[src/rtl/regfile_sb_if.sv]
// regfile_sb_if: decode/write-back bus of the register file with load-use scoreboard
// master drives read addresses, write-back, producer issue and trigger;
// slave (the register file) returns read data, stall, pending count and debug taps.
interface regfile_sb_if #(
  parameter int ADDRESS_WIDTH = 5,
  parameter int DATA_WIDTH    = 32,
  parameter int READ_PORTS    = 2
);
  logic [READ_PORTS*ADDRESS_WIDTH-1:0] rd_addr;
  logic [READ_PORTS-1:0]               rd_used;
  logic [READ_PORTS*DATA_WIDTH-1:0]    rd_data;
  logic                                we;
  logic [ADDRESS_WIDTH-1:0]            wa;
  logic [DATA_WIDTH-1:0]               wd;
  logic                                wb_pend_clr;
  logic                                iss_valid;
  logic [ADDRESS_WIDTH-1:0]            iss_rd;
  logic                                trigger;
  logic                                stall;
  logic [ADDRESS_WIDTH:0]              pend_cnt;
  logic [DATA_WIDTH-1:0]               ra;
  logic [DATA_WIDTH-1:0]               a0;
  modport master (
    output rd_addr, rd_used, we, wa, wd, wb_pend_clr, iss_valid, iss_rd, trigger,
    input  rd_data, stall, pend_cnt, ra, a0
  );
  modport slave (
    input  rd_addr, rd_used, we, wa, wd, wb_pend_clr, iss_valid, iss_rd, trigger,
    output rd_data, stall, pend_cnt, ra, a0
  );
endinterface

[src/rtl/regfile_sb.sv]
// regfile_sb: RV32I register file with combinational reads, load-use scoreboard and debug taps
// Ports: clk, rst_n (async active-low), bus (regfile_sb_if.slave: reads, write-back,
// producer issue, trigger, stall, pend_cnt, ra, a0).
// Optional macro REGFILE_BYPASS_EN: same-cycle write-to-read and trigger forwarding.
module regfile_sb #(
  parameter int ADDRESS_WIDTH = 5,
  parameter int DATA_WIDTH    = 32,
  parameter int READ_PORTS    = 2,
  parameter int TRIGGER_REG   = 5,
  parameter int RA_REG        = 1,
  parameter int A0_REG        = 10
) (
  input logic         clk,
  input logic         rst_n,
  regfile_sb_if.slave bus
);
  localparam int DEPTH = 2**ADDRESS_WIDTH;
  localparam int CW = ADDRESS_WIDTH + 1;
  logic [DATA_WIDTH-1:0] regs [DEPTH];
  logic [DEPTH-1:0] pend, pend_nxt;
  logic [CW-1:0] cnt, cnt_nxt;
  logic [READ_PORTS-1:0] stall_v;
  logic [READ_PORTS*DATA_WIDTH-1:0] rd_data_v;
  // x0 is only ever written by reset, so it reads 0 without a special case
  always_ff @(posedge clk or negedge rst_n)
    if (!rst_n)
      for (int i = 0; i < DEPTH; i++) regs[i] <= '0;
    else
      for (int i = 1; i < DEPTH; i++)
        if (bus.trigger && i == TRIGGER_REG) regs[i] <= DATA_WIDTH'(1);
        else if (bus.we && bus.wa == ADDRESS_WIDTH'(i)) regs[i] <= bus.wd;
  // set is applied after clear so a newer producer supersedes the retiring one
  always_comb begin
    pend_nxt = pend;
    if (bus.we && bus.wb_pend_clr) pend_nxt[bus.wa] = 1'b0;
    if (bus.iss_valid) pend_nxt[bus.iss_rd] = 1'b1;
    pend_nxt[0] = 1'b0;
    cnt_nxt = '0;
    for (int i = 0; i < DEPTH; i++) cnt_nxt = cnt_nxt + CW'(pend_nxt[i]);
  end
  always_ff @(posedge clk or negedge rst_n)
    if (!rst_n) begin
      pend <= '0;
      cnt  <= '0;
    end else begin
      pend <= pend_nxt;
      cnt  <= cnt_nxt;
    end
  for (genvar g = 0; g < READ_PORTS; g++) begin : g_rd
    logic [ADDRESS_WIDTH-1:0] a;
    assign a = bus.rd_addr[g*ADDRESS_WIDTH +: ADDRESS_WIDTH];
`ifdef REGFILE_BYPASS_EN
    logic hit;
    assign hit = bus.we && bus.wa == a && a != '0;
    assign rd_data_v[g*DATA_WIDTH +: DATA_WIDTH] =
      (bus.trigger && a == ADDRESS_WIDTH'(TRIGGER_REG)) ? DATA_WIDTH'(1) : hit ? bus.wd : regs[a];
    assign stall_v[g] = bus.rd_used[g] && pend[a] && !(hit && bus.wb_pend_clr);
`else
    assign rd_data_v[g*DATA_WIDTH +: DATA_WIDTH] = regs[a];
    assign stall_v[g] = bus.rd_used[g] && pend[a];
`endif
  end
  assign bus.rd_data  = rd_data_v;
  assign bus.stall    = |stall_v;
  assign bus.pend_cnt = cnt;
  assign bus.ra       = regs[RA_REG];
  assign bus.a0       = regs[A0_REG];
endmodule

[src/flat_wrapper.sv]
// flat-port wrapper written by rule: the top's interface ports become plain ports
module regfile_sb_flat 
#(
  parameter int ADDRESS_WIDTH = 5,
  parameter int DATA_WIDTH    = 32,
  parameter int READ_PORTS    = 2,
  parameter int TRIGGER_REG   = 5,
  parameter int RA_REG        = 1,
  parameter int A0_REG        = 10
)
  (clk, rst_n, bus_rd_addr, bus_rd_used, bus_we, bus_wa, bus_wd, bus_wb_pend_clr, bus_iss_valid, bus_iss_rd, bus_trigger, bus_rd_data, bus_stall, bus_pend_cnt, bus_ra, bus_a0);
  regfile_sb_if #(.ADDRESS_WIDTH(ADDRESS_WIDTH), .DATA_WIDTH(DATA_WIDTH), .READ_PORTS(READ_PORTS)) bus_i ();
  input logic clk;
  input logic rst_n;
  input wire logic [$bits(bus_i.rd_addr)-1:0] bus_rd_addr;
  input wire logic [$bits(bus_i.rd_used)-1:0] bus_rd_used;
  input wire logic [$bits(bus_i.we)-1:0] bus_we;
  input wire logic [$bits(bus_i.wa)-1:0] bus_wa;
  input wire logic [$bits(bus_i.wd)-1:0] bus_wd;
  input wire logic [$bits(bus_i.wb_pend_clr)-1:0] bus_wb_pend_clr;
  input wire logic [$bits(bus_i.iss_valid)-1:0] bus_iss_valid;
  input wire logic [$bits(bus_i.iss_rd)-1:0] bus_iss_rd;
  input wire logic [$bits(bus_i.trigger)-1:0] bus_trigger;
  output wire logic [$bits(bus_i.rd_data)-1:0] bus_rd_data;
  output wire logic [$bits(bus_i.stall)-1:0] bus_stall;
  output wire logic [$bits(bus_i.pend_cnt)-1:0] bus_pend_cnt;
  output wire logic [$bits(bus_i.ra)-1:0] bus_ra;
  output wire logic [$bits(bus_i.a0)-1:0] bus_a0;
  assign bus_i.rd_addr = bus_rd_addr;
  assign bus_i.rd_used = bus_rd_used;
  assign bus_i.we = bus_we;
  assign bus_i.wa = bus_wa;
  assign bus_i.wd = bus_wd;
  assign bus_i.wb_pend_clr = bus_wb_pend_clr;
  assign bus_i.iss_valid = bus_iss_valid;
  assign bus_i.iss_rd = bus_iss_rd;
  assign bus_i.trigger = bus_trigger;
  assign bus_rd_data = bus_i.rd_data;
  assign bus_stall = bus_i.stall;
  assign bus_pend_cnt = bus_i.pend_cnt;
  assign bus_ra = bus_i.ra;
  assign bus_a0 = bus_i.a0;
  regfile_sb #(.ADDRESS_WIDTH(ADDRESS_WIDTH), .DATA_WIDTH(DATA_WIDTH), .READ_PORTS(READ_PORTS), .TRIGGER_REG(TRIGGER_REG), .RA_REG(RA_REG), .A0_REG(A0_REG)) u_core (.clk(clk), .rst_n(rst_n), .bus(bus_i));
endmodule
[config.mk]
export PLATFORM = sky130hd
export DESIGN_NAME = regfile_sb_flat
export DESIGN_NICKNAME = d
export VERILOG_FILES = /design/src/rtl/regfile_sb_if.sv /design/src/rtl/regfile_sb.sv /design/src/flat_wrapper.sv
export SDC_FILE = /design/constraint.sdc
export NUM_CORES = 2
export LEC_CHECK = 0
export ABC_AREA = 1
export CAP_MARGIN = 10
export CORE_AREA = 2 2 339 341
export CTS_CLUSTER_SIZE = 40
export DETAILED_ROUTE_END_ITERATION = 10
export DIE_AREA = 0 0 341 343
export PLACE_DENSITY = 0.66
export SLEW_MARGIN = 10
export SYNTH_ARGS = -nofsm -noshare
export SYNTH_HDL_FRONTEND = slang
export SYNTH_SLANG_ARGS = --single-unit
[constraint.sdc]
create_clock -name clk -period 6.13 [get_ports clk]
set_input_delay 1.5325 -clock clk [delete_from_list [all_inputs] [get_ports clk]]
set_output_delay 1.5325 -clock clk [all_outputs]
set_load 0.1 [all_outputs]
==> run_results.csv <==
group,metric,value,unit
floorplanning,core,0.113,mm²
floorplanning,start_util,49.7,%
place,portBuffers,194,
sta,fin_crit,5980,ps
cells_and_area,layout_commonest_cell,"nand2_1",
run,max_cap_viol_count,0,
clocking,cts_tree,"yes",
cells_and_area,final_util,57.1,%
logic_synthesis,synth_cell_type_count,35,
logic_synthesis,ys_ff_latch,1029,
clocking,root_buffer,"clkbuf_16",
setup_path,rr_worst_depth,18,
power,peakVddDrop,756,µV
cells_and_area,fin_nets,7389,
route,vias_per_cell,6.36,
sta,tightestPinTransition,1290,ps
grt,grt_pass1_vias,53094,
route,finalWirelength,230000,µm
hold_path,hold_depth,2,
sta,min_period_over_period,97.5,%
sta,max_freq,167,MHz
place,gp_congestion,0.934,
cells_and_area,drive_gt1_share,9.60,%
grt,grt_pass1_wl,341000,µm
clocking,clk_latency,740,ps
hold_path,hold_end,"u_core.regs[125]$_DFFE_PN0P_",
route,wl_per_cell,25.8,µm
logic_synthesis,syn-cell-area,0.0564,mm²
route,drt_iter0_drc,7835,
status,status,"finished, final reports clean",
sta,maxSlewViolCount,0,
sta,fin_skew,18.3,ps
clocking,clock_sinks,1029,
clocking,cts_max_path_buffers,3,
grt,track_usage,38.5,%
logic_synthesis,ys_warn_count,32,
power,p_leak,28.6,nW
setup_path,critPathLaunchType,"primary input",
clocking,clkSlewWorstSetupHoldPaths,60,ps
grt,antenna_found_initial,23,
place,place_hpwl,130000,µm
cells_and_area,final_cell_mix,"nand2_1, o21ai_0, dfrtp_1, nand3_1, inv_1",
setup_path,cp_data_arrival_time,6580,ps
setup_path,r2r_slack,1110,ps
floorplanning,row_count,124,
grt,grt_max_degree,159,
logic_synthesis,yosysSeqAreaShare,45.7,%
clocking,numCtsBuffers,117,
sta,fin_ws,155,ps
cells_and_area,finalInstanceArea,0.0648,mm²
hold_path,hp-start,"u_core.regs[125]$_DFFE_PN0P_",
grt,gr-total-overflow,0,
floorplanning,die_x,341,µm
setup_path,critPathRequiredTime,6740,ps
setup_path,path_max_fanout,4,
route,ant_nets,0,
logic_synthesis,postSynthAreaPerCell,7.53,µm²
logic_synthesis,syn_inst,7488,
setup_path,timing.rr.end,"u_core.bus.pend_cnt[4]$_DFF_PN0_",
clocking,cts.hold.buffers_added,0,
setup_path,r2r_start,"u_core.pend[2]$_DFF_PN0_",
floorplanning,io_pins,195,
place,dp_slack,-1110,ps
route,num_vias,56643,
logic_synthesis,syn-num-nets,7580,
sta,hold_violations,0,
floorplanning,die_h,343,µm
clocking,h-tree-depth,3,
sta,maxSlewHeadroom,14.1,%
hold_path,hold_path_class,"reg -> reg",
floorplanning,die_area,0.117,mm²
route,drc,0,
route,dr.pass1.iters,6,
sta,finalSetupTns,0,ps
place,placed_cell_area,0.0604,mm²
cells_and_area,area_growth,14.9,%
power,p_per_area,378,mW/mm²
setup_path,worstSetupPathType,"in -> reg",
sta,setup-violations-final,0,
power,p_total,24.5,mW
setup_path,cp-end-kind,"flop",
## synthesized netlist by cell type
cell type	instances	share of area (%)
a21o_1	1	0.013
a21oi_1	434	3.9
a31oi_1	99	1.1
buf_1	70	0.47
buf_2	59	0.52
buf_4	71	0.95
clkbuf_1	557	3.7
clkbuf_2	1	0.0089
clkinv_1	1	0.0067
dfrtp_1	1029	46
fa_1	23	0.82
ha_1	9	0.20
inv_1	545	3.6
inv_2	7	0.047
nand2_1	1765	12
nand2_2	2	0.022
nand3_1	849	7.5
nand3_2	8	0.14
nand4_1	31	0.34
nor2_1	80	0.53
nor2_2	1	0.011
nor2_4	1	0.020
nor3_1	18	0.16
nor3_2	2	0.036
nor3_4	4	0.12
o2111ai_1	62	0.96
o211ai_1	327	4.4
o21a_1	1	0.013
o21ai_0	1220	11
o21ai_1	76	0.67
o22ai_1	68	0.75
o31ai_1	1	0.013
or2_2	63	0.70
xnor2_1	1	0.016
xor2_1	2	0.031
## worst max path at each step
stage	start	endpoint	cells after the start
global route	bus_wa[0]	u_core.bus.pend_cnt[4]$_DFF_PN0_	24
floorplan	bus_wa[2]	u_core.bus.pend_cnt[4]$_DFF_PN0_	23
global placement	bus_iss_valid	u_core.bus.pend_cnt[4]$_DFF_PN0_	22
CTS	bus_wa[2]	u_core.bus.pend_cnt[4]$_DFF_PN0_	22
finish	bus_wa[0]	u_core.bus.pend_cnt[4]$_DFF_PN0_	24
detailed placement	bus_iss_valid	u_core.bus.pend_cnt[4]$_DFF_PN0_	22
## layout make-up
type                            instances  area (µm²)
Timing Repair Buffer                  448        5130
Inverter                              553        2140
Tap cell                             1512        1890
Clock inverter                         42         520
Sequential cell                      1029       25700
Fill cell                           10381       48600
Multi-Input combinational cell       5148       25900
Antenna cell                            6        15.0
Clock buffer                          169        3420
## worst max-delay path, cell delays in order
cell and delay, ps:
clkdlybuf4s15_2 220, inv_2 60, nor2_4 140, inv_4 70
nor2_4 110, nand2_1 80, nand2_2 80, o21ai_4 70
ha_4 220, fa_1 500, fa_1 510, inv_2 40
fa_1 490, inv_2 50, fa_2 580, fa_1 410
inv_1 80, fa_1 410, inv_1 60, ha_2 170
inv_2 40, fa_2 330, o21a_1 190, xor2_1 130
## through the flow
| step | hold WS [ps] | instances |
|---|---|---|
| floorplan | 453 | 7488 |
| global placement | 467 | 8664 |
| detailed placement | 473 | 8664 |
| CTS | 487 | 8891 |
| global route | 497 | 8902 |
| finish | 483 | 8907 |
## per-layer routing
layer  wire [µm]  share of wire (%)  global-route usage, %
met4       10400                4.5                   17.1
met5          83              0.036                      0
met1       89200                 39                   51.8
met2       98700                 43                   57.4
met3       31200                 14                   11.5
## flip-flops by register name, indices dropped and copies added, names as in the netlist
| signal | count |
|---|---|
| u_core.bus.pend_cnt | 6 |
| u_core.bus.a0 | 32 |
| u_core.bus.ra | 32 |
| u_core.pend | 31 |
| u_core.regs | 928 |
## power by group
group          leakage (nW)  switching [mW]  internal (mW)  total (mW)
clock network          1.93            3.03           4.23        7.26
logic                  13.4            5.14           3.06        8.20
registers              13.3           0.930           8.11        9.04
## what timing repair did
item,CTS,global route
pin swaps,27,38
endpoints found under the setup margin,5,5
buffers inserted,16,12
resized for setup,79,46
## cell families (layout without fill, tap and decap cells)
logic type,count (synthesis),count (layout),share of synthesized area [%]
AO/OA/AOI/OAI,2289,2289,22.6
XOR/XNOR,3,3,0.0466
adder cells (fa/ha/maj),32,32,1.02
buffers and inverters,1311,1212,9.33
flip-flops,1029,1029,45.7
other,0,6,0
AND/OR/NAND/NOR,2824,2824,21.4
Note: power is estimated with default switching activity, not from simulation.
